## src/rtl/mem_port_arbiter.sv

```systemverilog
// Shares one memory port between the instruction-side and data-side MMUs, with a per-transaction watchdog.
// Define ARB_ROUND_ROBIN_EN for round-robin tie-breaking; otherwise the data side always wins ties.
module mem_port_arbiter #(
  parameter int unsigned TIMEOUT = 256
) (
  input  logic        clk,
  input  logic        reset,
  input  logic        i_req,
  input  logic [31:0] i_addr,
  output logic [31:0] i_rdata,
  output logic        i_ready,
  input  logic        d_req,
  input  logic        d_wen,
  input  logic [31:0] d_addr,
  input  logic [31:0] d_wdata,
  input  logic [3:0]  d_bsel,
  output logic [31:0] d_rdata,
  output logic        d_ready,
  output logic        err,
  output logic        m_ren,
  output logic        m_wen,
  output logic [31:0] m_addr,
  output logic [31:0] m_wdata,
  output logic [3:0]  m_bsel,
  input  logic [31:0] m_rdata,
  input  logic        m_done
);

  localparam int unsigned WD_W = 16;
  localparam logic [WD_W-1:0] WD_LAST = WD_W'(TIMEOUT - 1);

  typedef enum logic [1:0] {ST_IDLE, ST_BUSY, ST_RESP} state_t;
  typedef enum logic {OWN_I, OWN_D} owner_t;

  state_t         state_q, state_d;
  owner_t         owner_q, owner_d;
  owner_t         last_q, last_d;
  logic [WD_W-1:0] wd_q, wd_d;
  logic [31:0]    i_rdata_q, i_rdata_d;
  logic [31:0]    d_rdata_q, d_rdata_d;
  logic           i_ready_q, i_ready_d;
  logic           d_ready_q, d_ready_d;
  logic           err_q, err_d;
  logic           m_ren_q, m_ren_d;
  logic           m_wen_q, m_wen_d;
  logic [31:0]    m_addr_q, m_addr_d;
  logic [31:0]    m_wdata_q, m_wdata_d;
  logic [3:0]     m_bsel_q, m_bsel_d;
  logic           grant_d_c;
  logic [31:0]    cap_data_c;

  // Arbitration: a lone requester wins; ties depend on the build option.
  always_comb begin
    grant_d_c = 1'b0;
    if (d_req && !i_req) begin
      grant_d_c = 1'b1;
    end else if (d_req && i_req) begin
`ifdef ARB_ROUND_ROBIN_EN
      grant_d_c = (last_q == OWN_I);
`else
      grant_d_c = 1'b1;
`endif
    end
  end

  // Writes return zero read data.
  assign cap_data_c = m_wen_q ? 32'h0 : m_rdata;

  always_comb begin
    state_d   = state_q;
    owner_d   = owner_q;
    last_d    = last_q;
    wd_d      = wd_q;
    i_rdata_d = 32'h0;
    d_rdata_d = 32'h0;
    i_ready_d = 1'b0;
    d_ready_d = 1'b0;
    err_d     = 1'b0;
    m_ren_d   = m_ren_q;
    m_wen_d   = m_wen_q;
    m_addr_d  = m_addr_q;
    m_wdata_d = m_wdata_q;
    m_bsel_d  = m_bsel_q;

    case (state_q)
      ST_IDLE: begin
        if (i_req || d_req) begin
          state_d = ST_BUSY;
          wd_d    = '0;
          if (grant_d_c) begin
            owner_d   = OWN_D;
            m_ren_d   = !d_wen;
            m_wen_d   = d_wen;
            m_addr_d  = d_addr;
            m_wdata_d = d_wdata;
            m_bsel_d  = d_bsel;
          end else begin
            owner_d   = OWN_I;
            m_ren_d   = 1'b1;
            m_wen_d   = 1'b0;
            m_addr_d  = i_addr;
            m_wdata_d = 32'h0;
            m_bsel_d  = 4'b1111;
          end
        end
      end

      ST_BUSY: begin
        if (m_done || (wd_q == WD_LAST)) begin
          state_d = ST_RESP;
          m_ren_d = 1'b0;
          m_wen_d = 1'b0;
          err_d   = !m_done;
          if (owner_q == OWN_D) begin
            d_ready_d = 1'b1;
            d_rdata_d = m_done ? cap_data_c : 32'h0;
          end else begin
            i_ready_d = 1'b1;
            i_rdata_d = m_done ? cap_data_c : 32'h0;
          end
        end else begin
          wd_d = wd_q + WD_W'(1);
        end
      end

      ST_RESP: begin
        state_d = ST_IDLE;
        last_d  = owner_q;
      end

      default: begin
        state_d = ST_IDLE;
      end
    endcase
  end

  always_ff @(posedge clk or posedge reset) begin
    if (reset) begin
      state_q   <= ST_IDLE;
      owner_q   <= OWN_I;
      last_q    <= OWN_I;
      wd_q      <= '0;
      i_rdata_q <= 32'h0;
      d_rdata_q <= 32'h0;
      i_ready_q <= 1'b0;
      d_ready_q <= 1'b0;
      err_q     <= 1'b0;
      m_ren_q   <= 1'b0;
      m_wen_q   <= 1'b0;
      m_addr_q  <= 32'h0;
      m_wdata_q <= 32'h0;
      m_bsel_q  <= 4'h0;
    end else begin
      state_q   <= state_d;
      owner_q   <= owner_d;
      last_q    <= last_d;
      wd_q      <= wd_d;
      i_rdata_q <= i_rdata_d;
      d_rdata_q <= d_rdata_d;
      i_ready_q <= i_ready_d;
      d_ready_q <= d_ready_d;
      err_q     <= err_d;
      m_ren_q   <= m_ren_d;
      m_wen_q   <= m_wen_d;
      m_addr_q  <= m_addr_d;
      m_wdata_q <= m_wdata_d;
      m_bsel_q  <= m_bsel_d;
    end
  end

  assign i_rdata = i_rdata_q;
  assign i_ready = i_ready_q;
  assign d_rdata = d_rdata_q;
  assign d_ready = d_ready_q;
  assign err     = err_q;
  assign m_ren   = m_ren_q;
  assign m_wen   = m_wen_q;
  assign m_addr  = m_addr_q;
  assign m_wdata = m_wdata_q;
  assign m_bsel  = m_bsel_q;

endmodule

```

## config.mk

```make
export PLATFORM = sky130hd
export DESIGN_NAME = mem_port_arbiter
export DESIGN_NICKNAME = d
export VERILOG_FILES = /design/src/rtl/mem_port_arbiter.sv
export SDC_FILE = /design/constraint.sdc
export NUM_CORES = 1
export LEC_CHECK = 0
export ABC_AREA = 0
export BUFFER_PORTS_ARGS = -buffer_cell sky130_fd_sc_hd__buf_4
export CAP_MARGIN = 20
export CORE_MARGIN = 8
export CORE_UTILIZATION = 45
export DETAILED_ROUTE_END_ITERATION = 8
export PLACE_DENSITY = 0.88
export SYNTH_ARGS = -nofsm -noshare
export SYNTH_HDL_FRONTEND = slang
export SYNTH_SLANG_ARGS = --single-unit
```

## constraint.sdc

```tcl
create_clock -name clk -period 5.92 [get_ports clk]
set_clock_uncertainty 0.05 [all_clocks]
set_input_delay 0.592 -clock clk [delete_from_list [all_inputs] [get_ports clk]]
set_output_delay 0.592 -clock clk [all_outputs]
set_load 0.02 [all_outputs]
```

Yosys cells after proc, flatten, opt, wreduce, memory -nomap -nowiden
Cells that the tools add are included.
{"block": "totals", "mem_bits_rw": 0, "latch_bits": 0, "reg_bits": 156, "inputBits": 138, "memories": 0, "wordCells": 67, "romBits": 0}
{"block": "classes", "n_eq_ne": 5, "magnitude_cmp": 0, "n_div": 0, "n_mul": 0, "bitwise": 0, "addsub": 1, "n_mux": 35, "reduce_logical": 13, "shifts": 0}
{"operator": "$mux W32", "count": 10}
{"operator": "$mux W16", "count": 2}
{"operator": "$pmux W16 S2", "count": 1}
{"operator": "$add A16 B1 Y16 const B", "count": 1}
{"operator": "$eq A16 B8 Y1 const B", "count": 1}
{"operator": "$mux W1", "count": 16}
{"operator": "$ne A2 B2 Y1 const B", "count": 3}
{"operator": "$reduce_and A3 Y1", "count": 2}
{"operator": "$mux W2", "count": 2}
{"operator": "$mux W4", "count": 1}
{"operator": "$pmux W1 S2", "count": 2}
{"operator": "$pmux W2 S2", "count": 1}
{"operator": "$reduce_and A2 Y1", "count": 2}
{"operator": "$logic_not A1 Y1", "count": 3}
{"operator": "$eq A2 B1 Y1 const B", "count": 1}
{"operator": "$logic_and A1 B1 Y1", "count": 2}
{"operator": "$logic_not A2 Y1", "count": 1}
{"operator": "$logic_or A1 B1 Y1", "count": 2}
{"operator": "$reduce_bool A2 Y1", "count": 1}

Longest topological paths before layout
Gate-level depths: netlist (run 1).
{"block": "logic_depth", "ltp_word": 6, "mapped_depth": 7, "mapped_depth_nobuf": 5}

Least setup slack after synthesis (run 1)
OpenSTA, ideal clock, no wires.
{"block": "synth_path", "path_kind": "reg-to-reg", "from": "register wd_q[8]", "to": "register wd_q[2]", "arrival_time_ns": 1.890, "n_path_buf": 1, "synth_period_minus_slack_ns": 2.068, "slack_ns": 3.852, "path_stages_with_launch": 6, "path_cell_list": "dfrtp_1 > or4_4 > or4_4 > buf_6 > and3_4 > mux2i_1"}
{"block": "synth_between", "elab_chain_cells": 4}
{"item": "start, declared", "line": "38", "source": "logic [WD_W-1:0] wd_q, wd_d;"}
{"item": "start signal, assigned", "line": "157", "source": "wd_q <= wd_d;"}
{"item": "$eq A16 B8 Y1", "line": "109", "source": "if (m_done || (wd_q == WD_LAST)) begin"}
{"item": "$logic_or A1 B1 Y1", "line": "109"}
{"item": "$ne A2 B2 Y1 (no line)"}
{"item": "$reduce_and A3 Y1 (no line)"}
Every way passes these cells.
A chain may end at the register's enable or synchronous reset.

Final worst setup path (run 1)
{"block": "layout_path", "from": "register wd_q[8]", "to": "register wd_q[0]"}
Same word-level chain as after synthesis.

==> impl_metrics.yaml, run 1 <==
outcome:
  outcome: "finished clean"
synth:
  yosysWarnings: 0
  synth_area_leaders: "dfrtp_1, and3_1, mux2i_1"
  async_reset_ff_share_pct: 100.0
  synth_most_common_cell: "dfrtp_1"
  ys_top_cells_by_count: "dfrtp_1, and3_1, nand2_1, mux2i_1, o21ai_0"
  synth_ff_type: "dfrtp_1"
  synth.cell_area_um2: 6057
  syn_inst: 495
  synth_top_area_share_pct: 64.45
  ys_seq_area_share_pct: 64.45
  synth_seq_cells: 156
  syn_area_per_cell_um2: 12.24
  synth_top_area_cell: "dfrtp_1"
  synth_fp_nets: 634
  ys_types: 41
  synth-edff-count: 0
pwr:
  power.density_nw_per_um2: 481.1
  leakage_nw: 4.751
  power.total_mw: 4.260
  peakVddDrop_uv: 264.3
clock_tree:
  postCtsSetupBuffers: 0
  cts_root_buf: "clkbuf_16"
  cts_buffers: 17
  clkSinkCount: 156
  cts_hold_buf: 0
  cts_resized: 0
  cts_htree_levels: 4
  tritoncts: "yes"
  clkSlewWorstSetupHoldPaths_ns: 0.06
  clockBufferDepth: 2
  clk_latency_ns: 0.41
min_path:
  hp-class: "input port to asynchronous set/reset pin"
timing:
  rsz0062_at_grt: "no"
  whs_ns: 0.2794
  tns_ns: 0
  setup_slack_ns: 3.507
  timing_hold_violations_final: 0
  slew_headroom_pct: 32.54
  slew_viol_final: 0
  setup_violations: 0
  post-route-period-util_pct: 40.77
  min_period_ns: 2.413
  fmax_ghz: 0.4143
  worst_pin_slew_ns: 1.012
grt:
  grt_max_degree: 97
  grt_usage_pct: 21.48
  antenna_found_initial: 0
  grt_overflow: 0
  grt_pass1_vias: 5275
  grt_first_pass_wirelength_um: 29530
floorplan:
  start_util_pct: 45.92
  core_area_um2: 13190
  die_y_um: 132.0
  row_count: 42
  die_area_um2: 17430
  die_w_um: 132.0
  io_pins: 275
final_layout:
  design_area_um2: 8853
  drive_above_1_share_pct: 41.48
  instances_no_fill: 945
  final_nets: 895
  syn2layout_area_growth_pct: 46.17
  n_antenna_cell: 0
  fin_util_pct: 67.12
detailed_routing:
  num_vias: 5123
  drtIter0Drc: 433
  routedWlPerCell_um: 20.06
  vias_per_cell: 5.421
  routed_wl_um: 18950
  ant_nets: 0
  drt-pass1-iter-count: 5
  drc_errors: 0
place:
  place_congestion: 0.9012
  portBuffers: 274
  dpl_cell_area_um2: 8235
  place_ws_ns: 3.418
  dp_hpwl_um: 13920
  dpl.cell_count: 912
critical_path:
  critPathKind: "flop to flop"
  critical_path.endpoint_type: "flop"
  required_ns: 6.19
  worstPathMaxFanout: 17
  arrival_ns: 2.68
  start_kind: "flop"
run:
  cap_violations: 0
## worst max-delay path: stages (launching register included)
cell and delay, ns:
dfrtp_1 0.43, or4_4 0.58, nor4_4 0.73, o21ai_1 0.29, o21ai_0 0.24
## routing by layer
layer	part of all wire, %	vias up	track usage, %
li1	-	2305	-
met3	10	41	8.003
met2	50	287	35.33
met1	37	2490	24.25
met4	3.4	0	10.34
met5	0	-	0
## cells in the final DEF (no fill, tap or decap), types with 5 or more instances in the layout
cell type	synthesis	layout
a22o_1	32	32
or4_1	5	5
mux2i_1	37	37
a21oi_1	7	7
o21ai_0	36	35
dfrtp_1	156	156
clkbuf_16	0	17
nand4_1	6	6
buf_4	0	278
nand2_1	43	43
nor2_1	6	6
inv_1	8	7
and3_1	65	65
and2_1	5	5
nand3_1	6	6
inv_6	0	5
## sequential cells by signal, summed over array words and instances (netlist names)
signal	cells
d_ready	1
i_ready	1
m_wen	1
m_addr	32
wd_q	16
err	1
owner_q	1
state_q	2
m_bsel	4
m_wdata	32
m_ren	1
d_rdata	32
i_rdata	32
## area by class of cell
type,instances,area [um^2]
flip-flops and latches,156,3904
well taps,176,220.2
clock inverters,10,128.9
clock buffers,22,474.2
inverters,8,35.03
repair buffers,279,2102
fillers,964,4337
multi-input cells,294,1989
## path summary, 6_finish.rpt
path | slack (ns) | cells past startpoint | start | end
hold reg to reg | 0.43 | 2 | m_addr[0] | m_addr[0]
hold / removal | 0.28 | 2 | reset | i_rdata[28]
setup / recovery | 3.51 | 4 | wd_q[8] | wd_q[0]
setup reg to reg | 3.51 | 4 | wd_q[8] | wd_q[0]
min in group clk | 0.34 | 2 | d_bsel[2] | m_bsel[2]
max in group asynchronous | 4.19 | 3 | reset | i_rdata[29]
## cell families (layout without fill, tap and decap cells)
| logic type | Yosys count | after routing | share of synthesized area (%) |
|---|---|---|---|
| mux | 37 | 37 | 6.115 |
| simple gates | 157 | 157 | 14.98 |
| xor+xnor | 1 | 1 | 0.1446 |
| flops | 156 | 156 | 64.45 |
| fa+ha+maj | 1 | 1 | 0.2065 |
| buf+inv | 45 | 319 | 2.933 |
| compound gates | 98 | 98 | 11.18 |
## where the power goes
group	internal, mW	leakage (nW)	switching [mW]
sequential	1.38	2.05	0.192
clock	0.663	0.292	0.430
combinational	0.659	2.40	0.939
Power figures use the tool's default switching activity.
==> inputs of run 2 (changes only) <==
clock period = 2.26 ns   (was 5.92 ns; I/O delays follow)
==> impl_metrics.yaml, run 2 (synthesis results as in run 1) <==
final_layout:
  drive_above_1_share_pct: 39.09
  final_nets: 965
  layout_commonest_cell: "buf_4"
  syn2layout_area_growth_pct: 56.95
  n_fill_cell: 851
  most-common-layout-cells: "buf_4, dfrtp_1, and3_1"
  fin_util_pct: 72.07
  n_antenna_cell: 0
detailed_routing:
  ant_nets: 0
  vias_per_cell: 5.394
  drt-pass1-iter-count: 5
  routed_wl_um: 21450
  drtIter0Drc: 413
  drc_errors: 0
  routedWlPerCell_um: 21.13
  num_vias: 5475
floorplan:
  row_count: 42
  die_area_um2: 17430
  die_y_um: 132.0
  start_util_pct: 45.92
  core_area_um2: 13190
  die_w_um: 132.0
  io_pins: 275
pwr:
  leakage_nw: 5.031
  peakVddDrop_uv: 547.5
  power.density_nw_per_um2: 1187
critical_path:
  worstPathMaxFanout: 7
  start_kind: "flop"
  reg2reg_from: "wd_q[8]"
  r2r_slack_ns: 0.15
  critPathKind: "flop to flop"
  critical_path.endpoint_type: "flop"
  cp-startpoint: "wd_q[8]"
  r2r_cells: 4
  arrival_ns: 2.34
  required_ns: 2.50
  regToRegEndpoint: "m_wen"
  worstSetupEndpoint: "m_wen"
clock_tree:
  cts_htree_levels: 4
  clk_latency_ns: 0.41
  clkSlewWorstSetupHoldPaths_ns: 0.07
  cts_buffers: 17
  clkSinkCount: 156
  tritoncts: "yes"
  clockBufferDepth: 2
  cts_resized: 0
  cts_hold_buf: 63
  postCtsSetupBuffers: 0
  cts_root_buf: "clkbuf_16"
timing:
  post-route-period-util_pct: 93.15
  worst_pin_slew_ns: 0.7995
  setup_violations: 0
  min_period_ns: 2.105
  timing_hold_violations_final: 0
  rsz0062_at_grt: "no"
  slew_viol_final: 0
  fmax_ghz: 0.4750
  slew_headroom_pct: 46.70
  tns_ns: 0
grt:
  met1_usage_pct: 25.68
  grtUsageMet2_pct: 43.27
  antenna_found_initial: 0
  grt_max_degree: 157
  top_usage_layer: "met2"
  grt_first_pass_wirelength_um: 33550
  grtUsageMet3_pct: 8.117
  grt_overflow: 0
  grt_usage_pct: 24.52
  grt_pass1_vias: 5886
place:
  portBuffers: 274
  dp_hpwl_um: 13990
  place_congestion: 0.8649
run:
  cap_violations: 0
min_path:
  hp-class: "input port to flop"
outcome:
  outcome: "finished clean"
==> run 2: cell type report <==
type | instances | area, um^2 | share of cell area, %
Timing Repair Buffer | 349 | 2803 | 29.48
Tap cell | 176 | 220.2 | 2.316
Clock buffer | 19 | 452.9 | 4.764
Sequential cell | 156 | 3904 | 41.06
Multi-Input combinational cell | 294 | 1989 | 20.93
Clock inverter | 13 | 103.9 | 1.092
Inverter | 8 | 33.78 | 0.3554
==> run 2: report_power, final <==
group	internal [mW]	total (mW)	switching, mW	leakage [nW]
Sequential	3.61	4.14	0.531	2.05
Combinational	1.86	4.47	2.61	2.71
Clock	1.49	2.68	1.19	0.272
==> run 2: routing by layer <==
metal	vias to the layer above	share of wire, %
met4	0	3.9
met5	-	0
met3	54	8.7
met1	2676	35
met2	295	52
li1	2450	-
==> run 2: stage by stage <==
step	hold slack [ns]	instances	power, mW	area [um^2]	setup WS (ns)
5_1_grt	0.006414	1015	11.82	9507	0.1030
6_report	0.01890	1015	11.28	9507	0.1548
3_5_place_dp	0.3936	920	8.449	8319	0.1548
2_1_floorplan	0.3020	495	6.367	6061	0.01111
4_1_cts	0.003246	1015	11.22	9507	0.1464
3_3_place_gp	0.3852	920	8.272	8319	0.1851
==> run 2: worst min path at each step <==
stage           startpoint          end  slack [ns]  depth (start not counted)
5_1_grt        m_rdata[21]  d_rdata[21]       0.006                          2
2_1_floorplan    d_bsel[2]    m_bsel[2]        0.30                          1
4_1_cts        m_rdata[15]  i_rdata[15]       0.003                          2
6_report       m_rdata[15]  i_rdata[15]        0.02                          2
3_5_place_dp     d_bsel[2]    m_bsel[2]        0.39                          2
3_3_place_gp     d_bsel[2]    m_bsel[2]        0.39                          2
==> run 2: critical path, cell delays in order (launching register included) <==
cell	delay, ns
dfrtp_1	0.43
or4_4	0.58
or4_4	0.61
a21oi_1	0.20
o22ai_1	0.12
==> inputs of run 3 (changes only) <==
CORE_UTILIZATION = 47   (was 45)
PLACE_DENSITY = 0.91   (was 0.88)
==> impl_metrics.yaml, run 3 (synthesis results as in run 1) <==
clock_tree:
  clkSinkCount: 156
  clockBufferDepth: 2
  cts_buffers: 17
  clk_latency_ns: 0.41
  cts_htree_levels: 4
  clkSlewWorstSetupHoldPaths_ns: 0.06
  tritoncts: "yes"
  cts_root_buf: "clkbuf_16"
  cts_resized: 0
min_path:
  min_delay_worst_endpoint: "d_rdata[7]"
  worstHoldStart: "m_rdata[7]"
  whs_path_depth: 2
  hp-class: "input port to flop"
floorplan:
  io_pins: 275
  start_util_pct: 48.00
  row_count: 41
  die_area_um2: 16780
  die_y_um: 129.5
  die_w_um: 129.5
  core_area_um2: 12620
grt:
  grt_overflow: 0
  grt_usage_pct: 26.98
  grt_pass1_vias: 6068
  antenna_found_initial: 1
  grt_max_degree: 103
  grt_first_pass_wirelength_um: 34340
place:
  dpl_cell_area_um2: 8309
  dp_hpwl_um: 14600
  place_congestion: 0.8902
  portBuffers: 274
critical_path:
  critPathKind: "flop to flop"
  cp_common_cell: "or4_4"
  required_ns: 2.50
  arrival_ns: 2.34
  worstPathMaxFanout: 7
  critPathSlowestCell: "or4_4"
  max_stage_delay_ns: 0.60
  reg2reg_from: "wd_q[8]"
  crit_chain: "or4_4 -> or4_4 -> a21oi_1 -> o22ai_1"
  r2r_cells: 4
  r2r_slack_ns: 0.17
  regToRegEndpoint: "m_wen"
  start_kind: "flop"
  critical_path.endpoint_type: "flop"
timing:
  fmax_ghz: 0.4775
  timing_hold_violations_final: 0
  setup_violations: 0
  slew_headroom_pct: 55.08
  min_period_ns: 2.094
  worst_pin_slew_ns: 0.6737
  rsz0062_at_grt: "no"
  tns_ns: 0
  slew_viol_final: 0
  post-route-period-util_pct: 92.66
detailed_routing:
  drt-pass1-iter-count: 5
  routedWlPerCell_um: 22.55
  num_vias: 5602
  ant_nets: 0
  drtIter0Drc: 562
  drc_errors: 0
  routed_wl_um: 22820
  vias_per_cell: 5.536
final_layout:
  most-common-layout-cells: "buf_4, dfrtp_1, and3_1"
  design_area_um2: 9538
  final_nets: 965
  syn2layout_area_growth_pct: 57.47
  drive_above_1_share_pct: 39.21
  multiInputGateArea_um2: 1989
  layout_commonest_cell: "buf_4"
  n_fill_cell: 769
  register_area_um2: 3904
outcome:
  outcome: "finished clean"
run:
  cap_violations: 0
pwr:
  peakVddDrop_uv: 820.8
  leakage_nw: 5.049
  power.density_nw_per_um2: 1208
[run 3: changes by cell type in the layout (fill, tap and decap cells not counted)]
cell and delta:
clkinv_4 -1, inv_6 -1, diode_2 +1, dlygate4sd3_1 -1, inv_8 +1, buf_12 -1, buf_4 +2, bufinv_16 +2
clkinv_2 -1
[run 3: worst max-delay path by stage]
| stage | from | end | slack [ns] | cells after the start |
|---|---|---|---|---|
| 2_1_floorplan | reset | d_rdata[0] | 0.01 | 1 |
| 3_3_place_gp | wd_q[8] | m_wen | 0.19 | 4 |
| 3_5_place_dp | wd_q[8] | m_wen | 0.17 | 4 |
| 4_1_cts | wd_q[8] | wd_q[2] | 0.16 | 4 |
| 5_1_grt | wd_q[8] | wd_q[2] | 0.12 | 4 |
| 6_report | wd_q[8] | m_wen | 0.17 | 4 |
[run 3: repair_timing]
action                                 CTS  global route
buffers inserted                         0             0
endpoints found under the hold margin  176             1
hold buffers                            61             1
[run 3: power by group]
part / total [mW] / switching (mW) / internal, mW / leakage (nW)
clock: 2.90 / 1.19 / 1.72 / 0.294
sequential: 4.15 / 0.543 / 3.61 / 2.05
combinational: 4.47 / 2.65 / 1.82 / 2.70
[run 3: cell type report]
cell class	count	share of cell area (%)
timing repair buffer	349	29.23
antenna	1	0.02624
clock inverter	13	1.600
sequential	156	40.93
multi-input combinational	294	20.86
clock buffer	19	4.749
tap	172	2.256
inverter	8	0.3542
[run 3: metal layers]
layer  share of wire, %  global-route usage [%]  vias to the layer above  wire length, um
met1                 34                   28.18                     2755             7811
met2                 52                   47.76                      332            11940
li1                   -                       -                     2443                -
met3                9.7                   9.408                       72             2210
met4                3.8                   12.70                        0              860
met5                  0                       0                        -                0
[run 3: stage by stage]
step	worst slack [ns]	hold slack (ns)	std cells	utilization [%]	power [mW]
after floorplan	0.01111	0.3020	495	-	6.367
after global placement	0.1869	0.3827	917	65.84	8.214
after detailed placement	0.1684	0.3911	917	65.84	8.420
after CTS	0.1642	0.002119	1010	75.48	11.42
after global routing	0.1157	0.005942	1012	75.58	12.05
final	0.1659	0.01822	1012	75.58	11.52
[run 3: worst max-delay path: cells and delay by family, from the launching register on]
kind	cells	cell delay, ns
AND/OR/NAND/NOR	2	1.18
AO/OA/AOI/OAI	2	0.32
flip-flops	1	0.43
